==> config.mk <==
export PLATFORM = sky130hd
export DESIGN_NAME = rf_write_arbiter
export DESIGN_NICKNAME = d
export VERILOG_FILES = /design/src/rtl/rf_pkg.sv /design/src/rtl/rr_arbiter.sv /design/src/rtl/rf_write_arbiter.sv
export SDC_FILE = /design/constraint.sdc
export NUM_CORES = 1
export LEC_CHECK = 0
export ABC_AREA = 1
export CORE_MARGIN = 4
export CORE_UTILIZATION = 40
export CTS_BUF_LIST = sky130_fd_sc_hd__clkbuf_8
export CTS_CLUSTER_DIAMETER = 100
export DETAILED_ROUTE_END_ITERATION = 6
export PLACE_DENSITY = 0.83
export SLEW_MARGIN = 20
export SYNTH_ARGS = -nofsm -noshare
export SYNTH_HDL_FRONTEND = slang
export SYNTH_SLANG_ARGS = --single-unit
==> constraint.sdc <==
create_clock -name clk -period 2.1 [get_ports clk]
set_input_delay 0.42 -clock clk [delete_from_list [all_inputs] [get_ports clk]]
set_output_delay 0.42 -clock clk [all_outputs]
set_load 0.01 [all_outputs]
==> src/rtl/rf_pkg.sv <==
// Shared types and defaults for the register-file write path.
package rf_pkg;
   localparam int RF_WIDTH  = 32;
   localparam int RF_ADDR_W = 5;
   localparam logic [RF_ADDR_W-1:0] REG_ZERO = 5'd0;

   typedef logic [RF_ADDR_W-1:0] rf_addr_t;
   typedef logic [RF_WIDTH-1:0]  rf_data_t;

   typedef struct packed {
      rf_addr_t addr;
      rf_data_t data;
   } rf_wr_req_t;
endpackage

==> src/rtl/rr_arbiter.sv <==
// Combinational round-robin pick: first requester after ptr, wrapping.
module rr_arbiter #(
   parameter int NUM_REQ = 2
) (
   input  logic [NUM_REQ-1:0]         req,
   input  logic [$clog2(NUM_REQ)-1:0] ptr,
   input  logic                       en,
   output logic [NUM_REQ-1:0]         gnt,
   output logic [$clog2(NUM_REQ)-1:0] idx
);
   localparam int PW = $clog2(NUM_REQ);

   logic          found;
   logic [PW-1:0] cand;

   always_comb begin
      gnt   = '0;
      idx   = '0;
      found = 1'b0;
      cand  = '0;
      for (int k = 1; k <= NUM_REQ; k++) begin
         cand = PW'((int'(ptr) + k) % NUM_REQ);
         if (en && !found && req[cand]) begin
            gnt[cand] = 1'b1;
            idx       = cand;
            found     = 1'b1;
         end
      end
   end
endmodule

==> src/rtl/rf_write_arbiter.sv <==
// Round-robin arbitration of writeback sources onto the single RF write port,
// with a one-cycle registered write stage that is forwarded to both read ports.
module rf_write_arbiter
   import rf_pkg::*;
#(
   parameter int NUM_REQ = 2,
   parameter int WIDTH   = RF_WIDTH,
   parameter int DEPTH   = RF_ADDR_W
) (
   input  logic                     clk,
   input  logic                     rst,
   input  logic                     hold,
   input  logic [NUM_REQ-1:0]       req_valid,
   input  logic [NUM_REQ*DEPTH-1:0] req_addr,
   input  logic [NUM_REQ*WIDTH-1:0] req_data,
   output logic [NUM_REQ-1:0]       req_ready,
   output logic                     rf_write,
   output logic [DEPTH-1:0]         rf_write_register,
   output logic [WIDTH-1:0]         rf_write_data,
   input  logic [DEPTH-1:0]         rd_addr_1,
   input  logic [DEPTH-1:0]         rd_addr_2,
   output logic                     fwd_hit_1,
   output logic                     fwd_hit_2,
   output logic [WIDTH-1:0]         fwd_data,
   output logic [15:0]              grant_count
);
   localparam int PW = $clog2(NUM_REQ);

   typedef struct packed {
      logic [DEPTH-1:0] addr;
      logic [WIDTH-1:0] data;
   } wr_t;

   logic [NUM_REQ-1:0] gnt;
   logic [PW-1:0]      gidx, rr_ptr_q, rr_ptr_d;
   logic               wr_en_q, wr_en_d, accept;
   wr_t                wr_q, wr_d, sel;
   logic [15:0]        cnt_q, cnt_d;

   // Gating with rst keeps ready low for the whole reset window, not just after the edge.
   rr_arbiter #(.NUM_REQ(NUM_REQ)) u_arb (
      .req (req_valid),
      .ptr (rr_ptr_q),
      .en  (rst & ~hold),
      .gnt (gnt),
      .idx (gidx)
   );

   assign req_ready = gnt;
   assign accept    = |(req_valid & gnt);
   assign sel.addr  = req_addr[gidx*DEPTH +: DEPTH];
   assign sel.data  = req_data[gidx*WIDTH +: WIDTH];

   always_comb begin
      rr_ptr_d = rr_ptr_q;
      wr_d     = wr_q;
      wr_en_d  = 1'b0;
      cnt_d    = cnt_q;
      if (accept) begin
         rr_ptr_d = gidx;
         wr_d     = sel;
         // x0 writes complete the handshake but never reach the register file
         wr_en_d  = (sel.addr != '0);
         if (wr_en_d && cnt_q != 16'hFFFF) cnt_d = cnt_q + 16'd1;
      end
   end

   always_ff @(posedge clk or negedge rst) begin
      if (!rst) begin
         rr_ptr_q <= PW'(NUM_REQ - 1);
         wr_q     <= '0;
         wr_en_q  <= 1'b0;
         cnt_q    <= '0;
      end else begin
         rr_ptr_q <= rr_ptr_d;
         wr_q     <= wr_d;
         wr_en_q  <= wr_en_d;
         cnt_q    <= cnt_d;
      end
   end

   assign rf_write          = wr_en_q;
   assign rf_write_register = wr_q.addr;
   assign rf_write_data     = wr_q.data;
   assign grant_count       = cnt_q;
   assign fwd_data          = wr_q.data;
   assign fwd_hit_1         = wr_en_q && (rd_addr_1 == wr_q.addr) && (rd_addr_1 != '0);
   assign fwd_hit_2         = wr_en_q && (rd_addr_2 == wr_q.addr) && (rd_addr_2 != '0);
endmodule

==> results of run 1 <==
[where the power goes]
part,internal [mW],switching (mW),leakage (nW)
clock,0.387,0.354,0.0612
combinational,0.970,0.668,1.61
sequential,1.28,0.225,0.682
[timing repair]
action | CTS | global route
gates resized for setup | 11 | 5
pin swaps | 2 | 6
setup buffers | 0 | 1
endpoints found under the setup margin | 4 | 7
[worst max path at each step]
stage               slack (ns)  cells after the start                        from                    endpoint
floorplan                 0.41                      8  grant_count[0]$_DFFE_PN0P_  grant_count[6]$_DFFE_PN0P_
global placement         -0.32                      6                rd_addr_2[1]                   fwd_hit_2
detailed placement       -0.36                      6                rd_addr_2[1]                   fwd_hit_2
CTS                      0.003                      6                rd_addr_1[3]                   fwd_hit_1
global route             -0.03                      6                rd_addr_1[1]                   fwd_hit_1
finish                    0.08                      6                rd_addr_1[3]                   fwd_hit_1
[metal layers]
metal	vias to the layer above	part of all wire	GRT usage
met3	14	0.061	0.0429
li1	1686	-	-
met1	1641	0.41	0.275
met5	-	0	0
met2	131	0.51	0.395
met4	0	0.017	0.0609
[stage by stage]
step | cells | utilization
global route | 689 | 0.660
detailed placement | 680 | 0.644
floorplan | 423 | -
global placement | 680 | 0.644
CTS | 688 | 0.659
finish | 689 | 0.660
[synthesized netlist by cell type]
cell / n / share of area
buf_1: 1 / 0.0012
nand3_1: 9 / 0.014
nand3_4: 1 / 0.0054
a31oi_1: 2 / 0.0038
clkbuf_1: 9 / 0.010
nand3_2: 2 / 0.0062
nand2_1: 110 / 0.13
xor2_1: 10 / 0.027
ha_1: 1 / 0.0038
buf_6: 2 / 0.0069
o21bai_1: 1 / 0.0023
inv_2: 2 / 0.0023
nand3b_1: 1 / 0.0023
inv_1: 20 / 0.023
nor2_2: 3 / 0.0058
a21oi_1: 34 / 0.052
nor2_1: 43 / 0.050
nor2_4: 2 / 0.0069
nor4_1: 2 / 0.0038
nor3_2: 1 / 0.0031
o21ai_1: 8 / 0.012
nand3b_4: 1 / 0.0062
buf_2: 7 / 0.011
nand4_1: 21 / 0.040
dfstp_2: 1 / 0.0081
o21ai_0: 31 / 0.048
or4_1: 1 / 0.0023
nand2_4: 1 / 0.0035
nor3_1: 4 / 0.0062
xnor2_1: 5 / 0.013
buf_4: 32 / 0.074
dfrtp_1: 54 / 0.42
o22ai_1: 1 / 0.0019
[worst max-delay path: cells and delay by family]
family / cells / cell delay (ns)
AND/OR/NAND/NOR: 3 / 0.37
XOR/XNOR: 1 / 0.19
buffers and inverters: 2 / 0.63
[registers in the layout, summed over array words and instances (netlist names)]
name and count:
rr_ptr_q 1, rf_write_register 5, grant_count 16, rf_write 1, fwd_data 32
[area by class of cell]
| cell class | instances | area [um2] |
|---|---|---|
| clock buffers | 6 | 82.6 |
| repair buffers | 207 | 1980 |
| multi-input cells | 295 | 1460 |
| fillers | 649 | 2660 |
| well taps | 102 | 128 |
| clock inverters | 2 | 35.0 |
| flip-flops and latches | 55 | 1380 |
| inverters | 22 | 82.6 |
[cells by family after synthesis]
logic type / Yosys count
buf+inv: 73
fa+ha+maj: 1
flops: 55
simple gates: 202
compound gates: 77
xor+xnor: 15
==> qor.txt, run 1 <==
Tot Pwr = 3.89 mW
R2R depth = 8
Io pins = 179
Core Footprint = 0.00781 mm2
VDD IR-drop max = 434 uV
Post-Syn Area = 0.00325 mm2
Num rows = 32
Ant diodes = 0
Hold crit path type = in -> async
Fin area = 0.00515 mm2
Starting Density = 0.416
Leakage = 2.35 nW
Bufs on Longest Clock Path = 2
Area grow syn2layout = 58.5%
Number of global-route vias before repair = 3,573
Worst-path cell chain = clkdlybuf4s50_1, xor2_1, nor2_1, nand3_1, nor4_2, clkbuf_2
Post-synth cell types = 33
Min Tclk post-route = 2.02 ns
R2r startpoint = grant_count[0]$_DFFE_PN0P_
Worst Setup End Kind = primary output
Antenna violations before repair = 0
Highest net fanout along the worst path = 2
Vias = 3,472
WL per Instance = 15.8 um
Place WS = -0.362 ns
Final Cycle Share = 0.963
Reg-to-reg endpoint = grant_count[13]$_DFFE_PN0P_
Worst setup SP type = input pin
Final wirelength = 10.9 mm
Slew @ Worst Pin = 0.615 ns
Largest family of logic cells by synthesized area = simple AND/OR/NAND/NOR gates
Worst EP required = 1.68 ns
Post-synthesis mux area share = 0
Critical path's slowest cell = clkdlybuf4s50_1
H-tree depth = 2
Die height = 98.1 um
Die X-Extent = 98.1 um
RD Place Congestion = 0.864
Number of port buffers = 178
Max Clock Freq = 0.494 GHz
DR iter-0 viols = 209
Commonest cells after routing, fill and taps aside = 169 x clkdlybuf4s50_1, 110 x nand2_1, 53 x dfrtp_1
Syn nets = 513
Total grt overflow = 0
Relative slew margins = 0.590
#FFs+latches synth = 55
Hpwl dp = 8.44 mm
Synth Area in Simple Gates = 0.283
Synth Area in Adders = 0.00385
Maxcap violations = 0
CTS Buf Count = 5
# nets final = 676
Hold Slack = 0.108 ns
Synth warn = 0
Post-synthesis sequential area ratio = 0.424
Status = completed
Placed cell areas = 0.00503 mm2
Synth Area in Compound Gates = 0.121
Clock Latency Late Sink = 0.31 ns
CP Class = in -> out
Clock tree sinks = 55
CTS Hold Bufs = 0
Max-slew violation count = 0
Clock skew = 0.00678 ns
DRT Pass-1 Iters = 5
Final Hold Fails = 0
Remaining DRCs = 0
Crit-path max cell delay = 0.46 ns
Syn Area/Cell = 7.68 um2
Gr usage total = 0.222
Clock transition at path regs = 0.10 ns
CTS tree = done
Reg2Reg Setup Slack = 0.20 ns
Pwr/cell area = 755 mW/mm2
Via density = 5.04
Die ar. = 0.00963 mm2
Most common cell after layout, fill and taps aside = clkdlybuf4s50_1
Share of layout cells above drive strength 1 = 0.0971
Worst path arrival time = 1.60 ns
Global-route wire length before repair = 17.5 mm
Setup_tns = 0 ns
Synth Area in XOR/XNOR = 0.0404
Final antenna-violating net count = 0
Worst Slack Setup Final = 0.0773 ns
Mapped Cells = 423
# setup viols final = 0
Pin count of the biggest net entering global routing = 48
Root Driver = clkbuf_8
Note: power is estimated with default switching activity, not from simulation.
==> inputs of run 2 (changes only) <==
--- a/config.mk
+++ b/config.mk
@@ -6,6 +6,7 @@
 export NUM_CORES = 1
 export LEC_CHECK = 0
 export ABC_AREA = 1
+export CORE_ASPECT_RATIO = 1.5
 export CORE_MARGIN = 4
 export CORE_UTILIZATION = 40
 export CTS_BUF_LIST = sky130_fd_sc_hd__clkbuf_8
==> run 2 against run 1 <==
  * Worst hold slack got worse by 0.0067 ns
  * Clock power is 2.7% lower
  * Clock skew down 0.0028 ns
  * Register-to-register slack better by 0.04 ns
  * Largest power group unchanged
  * Core utilization fell by 1.5 points
  * Cell area shrank 0.44%
  * Clock-buffer cell count is the same
  * Critical path type unchanged
==> qor.txt, run 2 (same netlist as run 1, synthesis figures left out) <==
Area grow syn2layout = 57.8%
Core Footprint = 0.00796 mm2
Die ar. = 0.00966 mm2
CTS Hold Bufs = 0
Storage element area = 0.00138 mm2
RD Place Congestion = 0.903
Share of layout cells above drive strength 1 = 0.0895
Placed Cells = 678
Number of port buffers = 178
Delay-heaviest family, CP = buffers and inverters
Status = completed
WL per Instance = 15.5 um
Root Driver = clkbuf_8
Post-CTS setup buffers = 0
Highest net fanout along the worst path = 3
Setup_tns = 0 ns
Worst Path Buf+Inv = 2
Bufs on Longest Clock Path = 2
DR iter-0 viols = 157
Clock skew = 0.00398 ns
Max Clock Freq = 0.495 GHz
Starting Density = 0.408
Worst Setup End Kind = primary output
Final Cycle Share = 0.962
# setup viols final = 0
Clock tree sinks = 55
WP depth = 6
VDD IR-drop max = 455 uV
Worst setup SP type = input pin
CP Class = in -> out
Worst path arrival time = 1.60 ns
Antenna violations before repair = 0
Remaining DRCs = 0
Final wirelength = 10.6 mm
Max reg flops = 32
Die X-Extent = 81.6 um
Clock transition at path regs = 0.10 ns
RSZ-0062 raised after global routing = false
Critical path's slowest cell = clkdlybuf4s50_1
Global-route wire length before repair = 16.9 mm
CTS tree = done
Ant diodes = 0
Maxcap violations = 0
Leakage = 2.33 nW
Utilization after layout = 0.644
Worst EP required = 1.68 ns
Min Tclk post-route = 2.02 ns
Clock Latency Late Sink = 0.30 ns
DRT Pass-1 Iters = 4
Commonest cells after routing, fill and taps aside = 169 x clkdlybuf4s50_1, 110 x nand2_1, 52 x dfrtp_1
Via density = 5.01
R2R depth = 8
Worst-path cell chain = clkdlybuf4s50_1, nor3_1, a21oi_1, nor2_1, nor4_2, buf_2
Total grt overflow = 0
Pin count of the biggest net entering global routing = 55
Final antenna-violating net count = 0
Crit-path max cell delay = 0.51 ns
Number of global-route vias before repair = 3,600
Max-slew violation count = 0
Slew @ Worst Pin = 0.682 ns
Pwr/cell area = 754 mW/mm2
Gr usage total = 0.222
Relative slew margins = 0.546
Final Hold Fails = 0
CTS Buf Count = 5
Die height = 118 um
Most common cell after layout, fill and taps aside = clkdlybuf4s50_1
Fillers = 687
Footprint of the multi-input gates = 0.00147 mm2
Io pins = 179
Num rows = 40
Reg2Reg Setup Slack = 0.24 ns
Hpwl dp = 8.32 mm
Non-filler instance count after layout = 686
# nets final = 670
Hold crit path type = in -> async
Vias = 3,440
H-tree depth = 2
-- run 2: cell count changes in the layout (fill, tap and decap cells not counted), sizes merged --
| cell | delta |
|---|---|
| buf | -5 |
| clkbuf | -1 |
-- run 2: worst paths after layout --
kind,end,startpoint
setup / recovery,fwd_hit_1,rd_addr_1[2]
hold / removal,rr_ptr_q$_DFFE_PN1P_,rst
setup reg to reg,grant_count[8]$_DFFE_PN0P_,grant_count[0]$_DFFE_PN0P_
hold reg to reg,rr_ptr_q$_DFFE_PN1P_,rr_ptr_q$_DFFE_PN1P_
max in group asynchronous,rf_write_register[0]$_DFFE_PN0P_,rst
min in group clk,rr_ptr_q$_DFFE_PN1P_,rr_ptr_q$_DFFE_PN1P_
-- run 2: repair_timing --
action                                  in CTS  in global routing
endpoints found under the setup margin       4                  1
pin swaps                                    2                  3
gates resized for setup                     14                  4
-- run 2: layout make-up --
class	instances	share of cell area
multi-input combinational	295	0.286
sequential	55	0.269
clock buffer	6	0.0161
tap	105	0.0256
inverter	22	0.0161
clock inverter	2	0.00683
timing repair buffer	201	0.380
-- run 2: worst register-to-register path: cells and delay by family, from the launching register on --
kind	cells	cell delay, ns
flops	1	0.45
simple gates	7	1.09
fa+ha+maj	1	0.25
-- run 2: metal layers --
metal	up-vias	share of wire	GRT usage
met5	-	0	0
met4	0	0.025	0.0769
met3	18	0.068	0.0480
met2	128	0.53	0.402
met1	1623	0.37	0.249
li1	1671	-	-
-- run 2: power breakdown --
group | leakage [nW] | switching, mW | internal [mW]
Clock | 0.0612 | 0.335 | 0.386
Sequential | 0.681 | 0.238 | 1.28
Combinational | 1.59 | 0.665 | 0.955
Total | 2.33 | 1.24 | 2.63
-- run 2: per-stage QoR --
stage	area [um2]	hold WS, ns	total power, mW	setup slack (ns)
floorplan	3250	0.124	2.25	0.410
finish	5130	0.101	3.86	0.0799
detailed placement	5010	0.430	3.17	-0.374
global route	5130	0.0890	4.09	0.00232
CTS	5130	0.0863	3.91	0.0112
global placement	5010	0.427	3.13	-0.310
